### config.mk
export PLATFORM = sky130hd
export DESIGN_NAME = computation_sequencer_flat
export DESIGN_NICKNAME = d
export VERILOG_FILES = /design/src/rtl/computation_sequencer_if.sv /design/src/rtl/computation_sequencer.sv /design/src/flat_wrapper.sv
export SDC_FILE = /design/constraint.sdc
export NUM_CORES = 1
export LEC_CHECK = 0
export BUFFER_PORTS_ARGS = -buffer_cell sky130_fd_sc_hd__buf_2
export CORE_ASPECT_RATIO = 0.8
export CORE_MARGIN = 1
export CORE_UTILIZATION = 34
export CTS_BUF_LIST = sky130_fd_sc_hd__clkbuf_16
export CTS_CLUSTER_SIZE = 40
export DETAILED_ROUTE_END_ITERATION = 7
export RECOVER_POWER = 25
export SLEW_MARGIN = 0
export SYNTH_ARGS = -nofsm -noshare
export SYNTH_HDL_FRONTEND = slang
export SYNTH_SLANG_ARGS = --single-unit
### constraint.sdc
create_clock -name clk -period 2.5 [get_ports clk]
set_input_delay 0.375 -clock clk [delete_from_list [all_inputs] [get_ports clk]]
set_output_delay 0.375 -clock clk [all_outputs]
set_load 0.1 [all_outputs]
### src/rtl/computation_sequencer_if.sv
// rtl/computation_sequencer_if.sv - host command and engine strobe/result signals of computation_sequencer
interface computation_sequencer_if;
  logic       start;
  logic [1:0] mode;
  logic       load;
  logic       busy;
  logic       result_valid;
  logic       timeout;
  logic       cmd_err;
  logic       active_store;
  logic       active_single;
  logic       active_sa3;
  logic       active_sa2;
  logic       done_store;
  logic       done_single;
  logic       done_sa3;
  logic       done_sa2;
  logic [7:0] c11, c12, c21, c22;
  logic [7:0] res_c11, res_c12, res_c21, res_c22;

  modport master (
    output start, mode, load, done_store, done_single, done_sa3, done_sa2,
           c11, c12, c21, c22,
    input  busy, result_valid, timeout, cmd_err,
           active_store, active_single, active_sa3, active_sa2,
           res_c11, res_c12, res_c21, res_c22
  );

  modport slave (
    input  start, mode, load, done_store, done_single, done_sa3, done_sa2,
           c11, c12, c21, c22,
    output busy, result_valid, timeout, cmd_err,
           active_store, active_single, active_sa3, active_sa2,
           res_c11, res_c12, res_c21, res_c22
  );
endinterface

### src/rtl/computation_sequencer.sv
// rtl/computation_sequencer.sv - store/gap/compute strobe sequencer with watchdog for computation_module
// Optional CYCLE_COUNT_EN adds last_cycles (acceptance-to-result_valid cycle count).
module computation_sequencer #(
  parameter int GAP_CYCLES     = 3,
  parameter int TIMEOUT_CYCLES = 255,
  parameter int CW             = 16
) (
  input  logic                   clk,
  input  logic                   rst,
  computation_sequencer_if.slave bus
`ifdef CYCLE_COUNT_EN
  ,
  output logic [15:0]            last_cycles
`endif
);

  localparam logic [1:0] IDLE    = 2'd0;
  localparam logic [1:0] STORE   = 2'd1;
  localparam logic [1:0] GAP     = 2'd2;
  localparam logic [1:0] COMPUTE = 2'd3;

  localparam logic [CW-1:0] TO_LAST  = CW'(TIMEOUT_CYCLES - 1);
  localparam logic [CW-1:0] GAP_LAST = (GAP_CYCLES > 0) ? CW'(GAP_CYCLES - 1) : '0;

  logic [1:0]    state;
  logic [1:0]    mode_q;
  logic [CW-1:0] cnt;
  logic          done_sel;
  logic          wd_expired;

  always_comb begin
    case (mode_q)
      2'b00:   done_sel = bus.done_single;
      2'b01:   done_sel = bus.done_sa3;
      default: done_sel = bus.done_sa2;
    endcase
  end

  assign wd_expired = (cnt == TO_LAST);

  always_ff @(posedge clk) begin
    if (rst) begin
      state             <= IDLE;
      mode_q            <= 2'b00;
      cnt               <= '0;
      bus.busy          <= 1'b0;
      bus.result_valid  <= 1'b0;
      bus.timeout       <= 1'b0;
      bus.cmd_err       <= 1'b0;
      bus.active_store  <= 1'b0;
      bus.active_single <= 1'b0;
      bus.active_sa3    <= 1'b0;
      bus.active_sa2    <= 1'b0;
      bus.res_c11       <= '0;
      bus.res_c12       <= '0;
      bus.res_c21       <= '0;
      bus.res_c22       <= '0;
    end else begin
      bus.result_valid <= 1'b0;
      bus.timeout      <= 1'b0;
      bus.cmd_err      <= 1'b0;
      case (state)
        IDLE: begin
          if (bus.start) begin
            if (bus.mode == 2'b11) begin
              bus.cmd_err <= 1'b1;
            end else begin
              mode_q   <= bus.mode;
              bus.busy <= 1'b1;
              cnt      <= '0;
              if (bus.load) begin
                state            <= STORE;
                bus.active_store <= 1'b1;
              end else begin
                state             <= COMPUTE;
                bus.active_single <= (bus.mode == 2'b00);
                bus.active_sa3    <= (bus.mode == 2'b01);
                bus.active_sa2    <= (bus.mode == 2'b10);
              end
            end
          end
        end
        STORE: begin
          if (bus.done_store) begin
            bus.active_store <= 1'b0;
            cnt              <= '0;
            if (GAP_CYCLES == 0) begin
              state             <= COMPUTE;
              bus.active_single <= (mode_q == 2'b00);
              bus.active_sa3    <= (mode_q == 2'b01);
              bus.active_sa2    <= (mode_q == 2'b10);
            end else begin
              state <= GAP;
            end
          end else if (wd_expired) begin
            bus.active_store <= 1'b0;
            bus.timeout      <= 1'b1;
            bus.busy         <= 1'b0;
            state            <= IDLE;
          end else begin
            cnt <= cnt + 1'b1;
          end
        end
        GAP: begin
          // the compute strobe rises on the edge that ends the last gap cycle
          if (cnt == GAP_LAST) begin
            state             <= COMPUTE;
            cnt               <= '0;
            bus.active_single <= (mode_q == 2'b00);
            bus.active_sa3    <= (mode_q == 2'b01);
            bus.active_sa2    <= (mode_q == 2'b10);
          end else begin
            cnt <= cnt + 1'b1;
          end
        end
        default: begin
          // done takes priority over a watchdog expiring on the same cycle
          if (done_sel) begin
            bus.active_single <= 1'b0;
            bus.active_sa3    <= 1'b0;
            bus.active_sa2    <= 1'b0;
            bus.res_c11       <= bus.c11;
            bus.res_c12       <= bus.c12;
            bus.res_c21       <= bus.c21;
            bus.res_c22       <= bus.c22;
            bus.result_valid  <= 1'b1;
            bus.busy          <= 1'b0;
            state             <= IDLE;
          end else if (wd_expired) begin
            bus.active_single <= 1'b0;
            bus.active_sa3    <= 1'b0;
            bus.active_sa2    <= 1'b0;
            bus.timeout       <= 1'b1;
            bus.busy          <= 1'b0;
            state             <= IDLE;
          end else begin
            cnt <= cnt + 1'b1;
          end
        end
      endcase
    end
  end

`ifdef CYCLE_COUNT_EN
  logic [15:0] run_cycles;

  // run_cycles holds the 1-based index of the current busy cycle
  always_ff @(posedge clk) begin
    if (rst) begin
      run_cycles  <= '0;
      last_cycles <= '0;
    end else if (state == IDLE) begin
      run_cycles <= 16'd1;
    end else begin
      if (run_cycles != 16'hFFFF) run_cycles <= run_cycles + 16'd1;
      if (state == COMPUTE && done_sel)
        last_cycles <= (run_cycles == 16'hFFFF) ? run_cycles : run_cycles + 16'd1;
    end
  end
`endif

endmodule

### src/flat_wrapper.sv
// flat-port wrapper written by rule: the top's interface ports become plain ports
module computation_sequencer_flat 
#(
  parameter int GAP_CYCLES     = 3,
  parameter int TIMEOUT_CYCLES = 255,
  parameter int CW             = 16
)
  (clk, rst, bus_start, bus_mode, bus_load, bus_done_store, bus_done_single, bus_done_sa3, bus_done_sa2, bus_c11, bus_c12, bus_c21, bus_c22, bus_busy, bus_result_valid, bus_timeout, bus_cmd_err, bus_active_store, bus_active_single, bus_active_sa3, bus_active_sa2, bus_res_c11, bus_res_c12, bus_res_c21, bus_res_c22);
  computation_sequencer_if bus_i ();
  input  logic clk;
  input  logic rst;
  input wire logic [$bits(bus_i.start)-1:0] bus_start;
  input wire logic [$bits(bus_i.mode)-1:0] bus_mode;
  input wire logic [$bits(bus_i.load)-1:0] bus_load;
  input wire logic [$bits(bus_i.done_store)-1:0] bus_done_store;
  input wire logic [$bits(bus_i.done_single)-1:0] bus_done_single;
  input wire logic [$bits(bus_i.done_sa3)-1:0] bus_done_sa3;
  input wire logic [$bits(bus_i.done_sa2)-1:0] bus_done_sa2;
  input wire logic [$bits(bus_i.c11)-1:0] bus_c11;
  input wire logic [$bits(bus_i.c12)-1:0] bus_c12;
  input wire logic [$bits(bus_i.c21)-1:0] bus_c21;
  input wire logic [$bits(bus_i.c22)-1:0] bus_c22;
  output wire logic [$bits(bus_i.busy)-1:0] bus_busy;
  output wire logic [$bits(bus_i.result_valid)-1:0] bus_result_valid;
  output wire logic [$bits(bus_i.timeout)-1:0] bus_timeout;
  output wire logic [$bits(bus_i.cmd_err)-1:0] bus_cmd_err;
  output wire logic [$bits(bus_i.active_store)-1:0] bus_active_store;
  output wire logic [$bits(bus_i.active_single)-1:0] bus_active_single;
  output wire logic [$bits(bus_i.active_sa3)-1:0] bus_active_sa3;
  output wire logic [$bits(bus_i.active_sa2)-1:0] bus_active_sa2;
  output wire logic [$bits(bus_i.res_c11)-1:0] bus_res_c11;
  output wire logic [$bits(bus_i.res_c12)-1:0] bus_res_c12;
  output wire logic [$bits(bus_i.res_c21)-1:0] bus_res_c21;
  output wire logic [$bits(bus_i.res_c22)-1:0] bus_res_c22;
  assign bus_i.start = bus_start;
  assign bus_i.mode = bus_mode;
  assign bus_i.load = bus_load;
  assign bus_i.done_store = bus_done_store;
  assign bus_i.done_single = bus_done_single;
  assign bus_i.done_sa3 = bus_done_sa3;
  assign bus_i.done_sa2 = bus_done_sa2;
  assign bus_i.c11 = bus_c11;
  assign bus_i.c12 = bus_c12;
  assign bus_i.c21 = bus_c21;
  assign bus_i.c22 = bus_c22;
  assign bus_busy = bus_i.busy;
  assign bus_result_valid = bus_i.result_valid;
  assign bus_timeout = bus_i.timeout;
  assign bus_cmd_err = bus_i.cmd_err;
  assign bus_active_store = bus_i.active_store;
  assign bus_active_single = bus_i.active_single;
  assign bus_active_sa3 = bus_i.active_sa3;
  assign bus_active_sa2 = bus_i.active_sa2;
  assign bus_res_c11 = bus_i.res_c11;
  assign bus_res_c12 = bus_i.res_c12;
  assign bus_res_c21 = bus_i.res_c21;
  assign bus_res_c22 = bus_i.res_c22;
  computation_sequencer #(.GAP_CYCLES(GAP_CYCLES), .TIMEOUT_CYCLES(TIMEOUT_CYCLES), .CW(CW)) u_core (.clk(clk), .rst(rst), .bus(bus_i));
endmodule
-- Yosys cells after proc, flatten, opt, wreduce, memory -nomap -nowiden
Index checks and enable logic that the tools add are counted.
- $add $sub $neg: 1
- equal/unequal tests: 17
- mux-type cells: 50
- bitwise logic cells: 6
- reductions and logical operators: 16
- operators by type and width (kind ; count):
    two-way mux 16 bit ; 6
    one-hot mux 16 bit (3 select lines) ; 1
    two-way mux 1 bit ; 28
    adder 16 x 1 -> 16 bit (second input constant) ; 1
    equality test 16 x 2 -> 1 bit (second input constant) ; 1
    equality test 16 x 8 -> 1 bit (second input constant) ; 1
    two-way mux 2 bit ; 7
    one-hot mux 1 bit (3 select lines) ; 4
    != test 2 bit (second input constant) ; 5
    AND reduction 3 bit ; 3
    equality test 2 bit (second input constant) ; 4
    equality test 2 x 1 -> 1 bit (second input constant) ; 3
    zero test 2 bit ; 3
    NOT 1 bit ; 6
    one-hot mux 1 bit (2 select lines) ; 3
    one-hot mux 2 bit (3 select lines) ; 1
    AND reduction 6 bit ; 1
    OR reduction 3 bit ; 2
    AND reduction 5 bit ; 1
    != test 4 bit (second input constant) ; 1
    AND reduction 4 bit ; 1
    nonzero test 4 bit ; 1
    OR reduction 4 bit ; 1
    != test 3 x 2 -> 1 bit (second input constant) ; 1
    other kinds (4) ; 4
- bits in registers: 60
- bits of input ports: 42
- output and inout bits: 40
- word-level logic and storage cells: 105

-- Depth between registers and ports, before layout
- word-level depth: 5
- gate-level depth with buffers: 9
- mapped depth without buffers: 7

-- Worst setup path before layout
OpenSTA, ideal clock, no wires.
- kind: flip-flop to flip-flop
- start: reg u_core.cnt[10]
- end: reg u_core.bus.active_sa3
- setup time: 0.122 ns
- data arrival time: 2.035 ns
- data required time: 2.378 ns
- setup slack: 0.343 ns
- stages on the path, launching flop included: 6
- path buffers: 1
- clock period less this slack: 2.157 ns
- cell sequence: dfxtp_1 -> or4_4 -> or4_4 -> a21o_1 -> buf_6 -> o311a_1
- word-level cells in the longest chain between the ends: 3
- elaborated cells between the ends (all ways): 5
- classes of those cells: 3 x eq/ne; 2 x reduce/logical
- RTL lines (what ; line ; source):
    start, declared ; computation_sequencer.sv:27 ; logic [CW-1:0] cnt;
    start signal, assigned ; computation_sequencer.sv:101 ; cnt <= cnt + 1'b1;
    start signal, assigned ; computation_sequencer.sv:113 ; cnt <= cnt + 1'b1;
    start signal, assigned ; computation_sequencer.sv:137 ; cnt <= cnt + 1'b1;
    equality test 16 x 8 -> 1 bit or equality test 16 x 2 -> 1 bit (tied branches) ; computation_sequencer.sv:39, computation_sequencer.sv:106 ;
    nonzero test 4 bit (no source line) or != test 2 x 1 -> 1 bit (tied branches) ; n/a ;
    AND reduction 6 bit (no source line) (*) ; n/a ;
    end signal, assigned ; computation_sequencer.sv:77 ; bus.active_sa3 <= (bus.mode == 2'b01);
    end signal, assigned ; computation_sequencer.sv:90 ; bus.active_sa3 <= (mode_q == 2'b01);
    end signal, assigned ; computation_sequencer.sv:110 ; bus.active_sa3 <= (mode_q == 2'b01);
    end, declared ; computation_sequencer_if.sv:33 ; active_store, active_single, active_sa3, active_sa2,
Every way passes the cells marked *; elsewhere a longest branch is shown, timed or not.
A chain may end at the register's enable or synchronous reset.

-- Final worst setup path
- start: reg u_core.cnt[10]
- end: reg u_core.cnt[15]
- word-level cells in the longest chain between the ends: 4
- elaborated cells between the ends (all ways): 8
- classes of those cells: 1 x add/sub; 2 x eq/ne; 5 x mux
- RTL lines (what ; line ; source):
    adder 16 x 1 -> 16 bit or equality test 16 x 8 -> 1 bit (tied branches) ; n/a ;
    two-way mux 16 bit ; computation_sequencer.sv:95, computation_sequencer.sv:129 ;
    two-way mux 16 bit, on equally long branches ; computation_sequencer.sv:118, computation_sequencer.sv:84 ;
    one-hot mux 16 bit (3 select lines) (*) ; computation_sequencer.sv:62 ; case (state)
Every way passes the cells marked *; elsewhere a longest branch is shown, timed or not. The select of a mux whose other input is x is not followed.

==> results.md <==
* Largest area contributor in the netlist: sky130_fd_sc_hd__dfxtp_1
* Dominant cells by area after synthesis: sky130_fd_sc_hd__dfxtp_1 (43%), sky130_fd_sc_hd__nand2_1 (11%), sky130_fd_sc_hd__a21oi_1 (10%)
* Summed negative setup slack over all endpoints at 0 ns
* Maximum fanout count along the critical path at 15
* Global placement routability congestion at 0.868
* Total length of routed wires at 7490 µm
* Wirelength per Cell at 13.7 µm
* Post-layout total power at around 0.0038 W
* Final number of hold-violating endpoints at 0
* Maximum clock insertion buffer count at 2
* Slew margin rel. at 20.2%
* Mux cell area share after synthesis at 0.764%
* Remaining design rule violation count at 0
* Flip-flop cell with the highest count after synthesis: sky130_fd_sc_hd__dfxtp_1
* Flop2flop setup slack at 0.13 ns
* Parity-gate share of the synthesized area counting xor and xnor cells at 0%
* Synthesis Warnings at 0
* Via count of the routed design at ~2800
* Die height at 82.9 µm
* Grt met2 use at just under 30%
* Launching element type of the critical path: flop
* Origin of the critical flop-to-flop path: u_core.cnt[10]$_SDFFE_PP0P_
* Core box area at 7950 µm²
* Most utilized layer in the global route result: met2
* Main combinational cell family by area after synthesis: simple AND/OR/NAND/NOR gates
* Cell at the root of the clock tree: sky130_fd_sc_hd__clkbuf_16
* Max Fclk at 423 MHz
* Total track usage at 18.7%
* Post-route worst hold slack at 0.277 ns
* Clock tree from TritonCTS: done
* Hold Startpoint: bus_c22[0]
* Final-stage net count at between 400 and 500
* Unrepaired setup endpoints after global routing: no
* Nature of the critical path endpoint: flop
* Fraction of met3 tracks used by global routing at 4.55%
* Maximum resistive drop on vdd at 498 µV
* Filler instances at 814
* Share of the yosys chip area belonging to registers at a little over two fifths
* Critical path type: flop to flop
* Number of max-capacitance violations reported at 0
* Setup violations, final at 0
* Die X at 103 µm
* Worst clock skew at just over 0.006 ns
* Placement row count at 29
* Nets in the synthesized netlist at 402
* Wire length of the first global-routing pass at 12700 µm
* Global-route met1 utilization at between 20% and 30%
* Adder and majority cell fraction of the synthesized area at 3.15%
* Largest net degree at the start of global routing at 41
* Final core utilization at 44.6%
* Area Growth Syn to Fin at 27.2%
* Routed vias/inst at 5.08
* Post-Synth Simple-Gate Area at 25.1%
* Final number of max-transition violations at 0
* Share of the synthesized area in the top cell type at 43.2%
* Outcome: completed
* Synthesis-stage register bit count at 60
* Clock input transition at the sequential cells of the worst setup and hold paths at ~0.06 ns
* Area occupied by multi-input gates at 1420 µm²
* Portion of the clock cycle consumed by the worst path in the final layout at 94.7%
* Ratio of total power to cell area at ~1100 nW/µm²
* Quantity of hold-fixing buffers added after cts at 0
* Number of buffers created by CTS at 9
* Combined area of all synthesized cells at 2780 µm²
* FFs w/ async S/R, synth at 0%
* Final HPWL DP at 5150 µm
* Starting density of the core at a little over a third
* Antenna diode instance count at 0
* Cell count of the worst reg-to-reg path at 5
* DP Cell Count at 530
* Final Critical Period at between 2 and 2.5 ns
* Critical R2R Capture: u_core.cnt[15]$_SDFFE_PP0P_
* Maximum level of the CTS H-tree at 3
* Post-synthesis cell count at 353
* Iteration count of the initial detailed-routing pass at 4
* Worst Path Arrival at 2.63 ns
* Synthesized-area fraction occupied by ao, oa, aoi and oai cells at 21.7%
* Netlist cell types at 54
* Data required time of the worst path at 2.76 ns
* Tightest Pin Transition at 1.20 ns
* Storage element area at 1200 µm²
* Number of stages on the worst hold path at 3
* Number of port buffers at 81
* Synthesized area per cell at just under 8 µm²
* Leakage dissipation at 1.33 nW
* Share of final-layout standard cells stronger than drive strength 1 at 21.7%
* Via count of the first global-routing pass at 2647
* Sinks on Clock Net at 60
* Clock insertion delay at the later pin of the skew report at 0.33 ns
* Final standard cell count with taps included and fillers excluded at 546
* Sum of overflow across all layers after global routing at 0
* Hold Path End: u_core.bus.res_c22[0]$_SDFFE_PP0P_
* IO Count at around 80
* Antenna violations before repair at 0
* Antenna Violating Nets Remaining at 0
* Die area at 8550 µm²
* Number of design-rule violations left by the first detailed-router iteration at 152
* EDFF count, synth at 0
* Type of the tightest min-delay check: input port to flop
==> how the worst max path moves through the flow <==
stage | cells after the start | slack, ns | startpoint | endpoint
6_report | 5 | 0.13 | u_core.cnt[10]$_SDFFE_PP0P_ | u_core.cnt[15]$_SDFFE_PP0P_
5_1_grt | 7 | 0.0002 | u_core.cnt[1]$_SDFFE_PP0P_ | u_core.cnt[7]$_SDFFE_PP0P_
4_1_cts | 5 | 0.16 | u_core.cnt[10]$_SDFFE_PP0P_ | u_core.cnt[15]$_SDFFE_PP0P_
3_5_place_dp | 5 | 0.17 | u_core.cnt[10]$_SDFFE_PP0P_ | u_core.cnt[15]$_SDFFE_PP0P_
3_3_place_gp | 7 | 0.18 | u_core.cnt[1]$_SDFFE_PP0P_ | u_core.cnt[9]$_SDFFE_PP0P_
2_1_floorplan | 5 | 0.34 | u_core.cnt[10]$_SDFFE_PP0P_ | u_core.bus.active_sa3$_SDFFE_PP0P_
==> cells in the mapped netlist (2+ instances only) <==
cell and count:
sky130_fd_sc_hd__ha_1 7, sky130_fd_sc_hd__nand2b_1 2, sky130_fd_sc_hd__a41oi_1 3, sky130_fd_sc_hd__inv_1 15, sky130_fd_sc_hd__nor2_1 16, sky130_fd_sc_hd__o211ai_1 3
sky130_fd_sc_hd__buf_1 3, sky130_fd_sc_hd__a31oi_1 5, sky130_fd_sc_hd__a21oi_1 56, sky130_fd_sc_hd__or4_4 3, sky130_fd_sc_hd__o31ai_1 3, sky130_fd_sc_hd__buf_6 3
sky130_fd_sc_hd__nand4_1 7, sky130_fd_sc_hd__a21o_1 2, sky130_fd_sc_hd__clkbuf_1 13, sky130_fd_sc_hd__nor4_1 2, sky130_fd_sc_hd__o21ai_0 8, sky130_fd_sc_hd__or3_1 2
sky130_fd_sc_hd__nand3_1 9, sky130_fd_sc_hd__nor3_1 20, sky130_fd_sc_hd__dfxtp_1 60, sky130_fd_sc_hd__nand2_1 79
==> power by group <==
part / internal [W] / total (W) / switching, W
registers: 0.00105 / 0.00113 / 0.0000816
logic: 0.000428 / 0.00155 / 0.00112
clock network: 0.000672 / 0.00114 / 0.000467
total: 0.00215 / 0.00382 / 0.00167
==> cell usage in the layout (no fill, tap or decap), drive strengths merged, types with 2 or more instances in the layout <==
cell type | Yosys | layout
a21o | 2 | 2
a21oi | 56 | 56
a31oi | 5 | 5
a41oi | 3 | 3
buf | 8 | 69
clkbuf | 13 | 31
clkinv | 0 | 2
clkinvlp | 0 | 4
dfxtp | 60 | 60
ha | 7 | 7
inv | 15 | 16
nand2 | 79 | 79
nand2b | 2 | 2
nand3 | 9 | 9
nand4 | 7 | 7
nor2 | 16 | 16
nor3 | 20 | 20
nor4 | 2 | 2
o211ai | 4 | 4
o21ai | 9 | 9
o31ai | 3 | 3
o41ai | 2 | 2
or3 | 3 | 3
or4 | 5 | 5
or4b | 2 | 2
==> final cells by class <==
type,count,area share [%]
timing repair buffer,91,12.8
clock buffer,9,6.36
tap,108,3.82
clock inverter,7,1.48
inverter,15,1.59
multi-input combinational,256,40.0
sequential,60,33.9
==> state kept, by name, summed over array words and instances (netlist names) <==
register                  flops
u_core.cnt                   16
u_core.bus.busy               1
u_core.bus.result_valid       1
u_core.bus.active_sa3         1
u_core.bus.res_c21            8
u_core.bus.res_c11            8
u_core.bus.active_single      1
u_core.bus.cmd_err            1
u_core.bus.active_sa2         1
u_core.bus.timeout            1
u_core.bus.res_c22            8
u_core.state                  2
u_core.bus.res_c12            8
u_core.mode_q                 2
u_core.bus.active_store       1
==> layer usage <==
layer / wire length [µm] / vias to the layer above
met1: 3610 / 1284
met4: 89 / 0
met5: 0 / -
li1: - / 1408
met2: 3480 / 73
met3: 305 / 10
==> repair_timing <==
action,in CTS,in global routing
buffers inserted,0,0
resized for setup,0,1
endpoints found under the setup margin,0,3
==> cells by family (layout without fill, tap and decap cells) <==
family | Yosys count | after routing
AOI/OAI and AO/OA | 97 | 97
adders and majority gates | 7 | 7
buffers and inverters | 37 | 122
DFF | 60 | 60
muxes | 2 | 2
and+or+nand+nor | 150 | 150
==> per-stage QoR <==
stage | setup WS [ns] | area (µm²)
floorplan | 0.343 | 2780
global placement | 0.180 | 3280
detailed placement | 0.174 | 3280
CTS | 0.158 | 3560
global route | 0.000240 | 3540
finish | 0.133 | 3540
==> critical path, stage by stage, from the launching register on <==
cell and delay [ns]:
sky130_fd_sc_hd__dfxtp_1 0.37, sky130_fd_sc_hd__or4_4 0.57, sky130_fd_sc_hd__or4_4 0.58, sky130_fd_sc_hd__o211ai_4 0.45, sky130_fd_sc_hd__o21ai_0 0.17, sky130_fd_sc_hd__a21oi_1 0.15
Power figures use the tool's default switching activity.
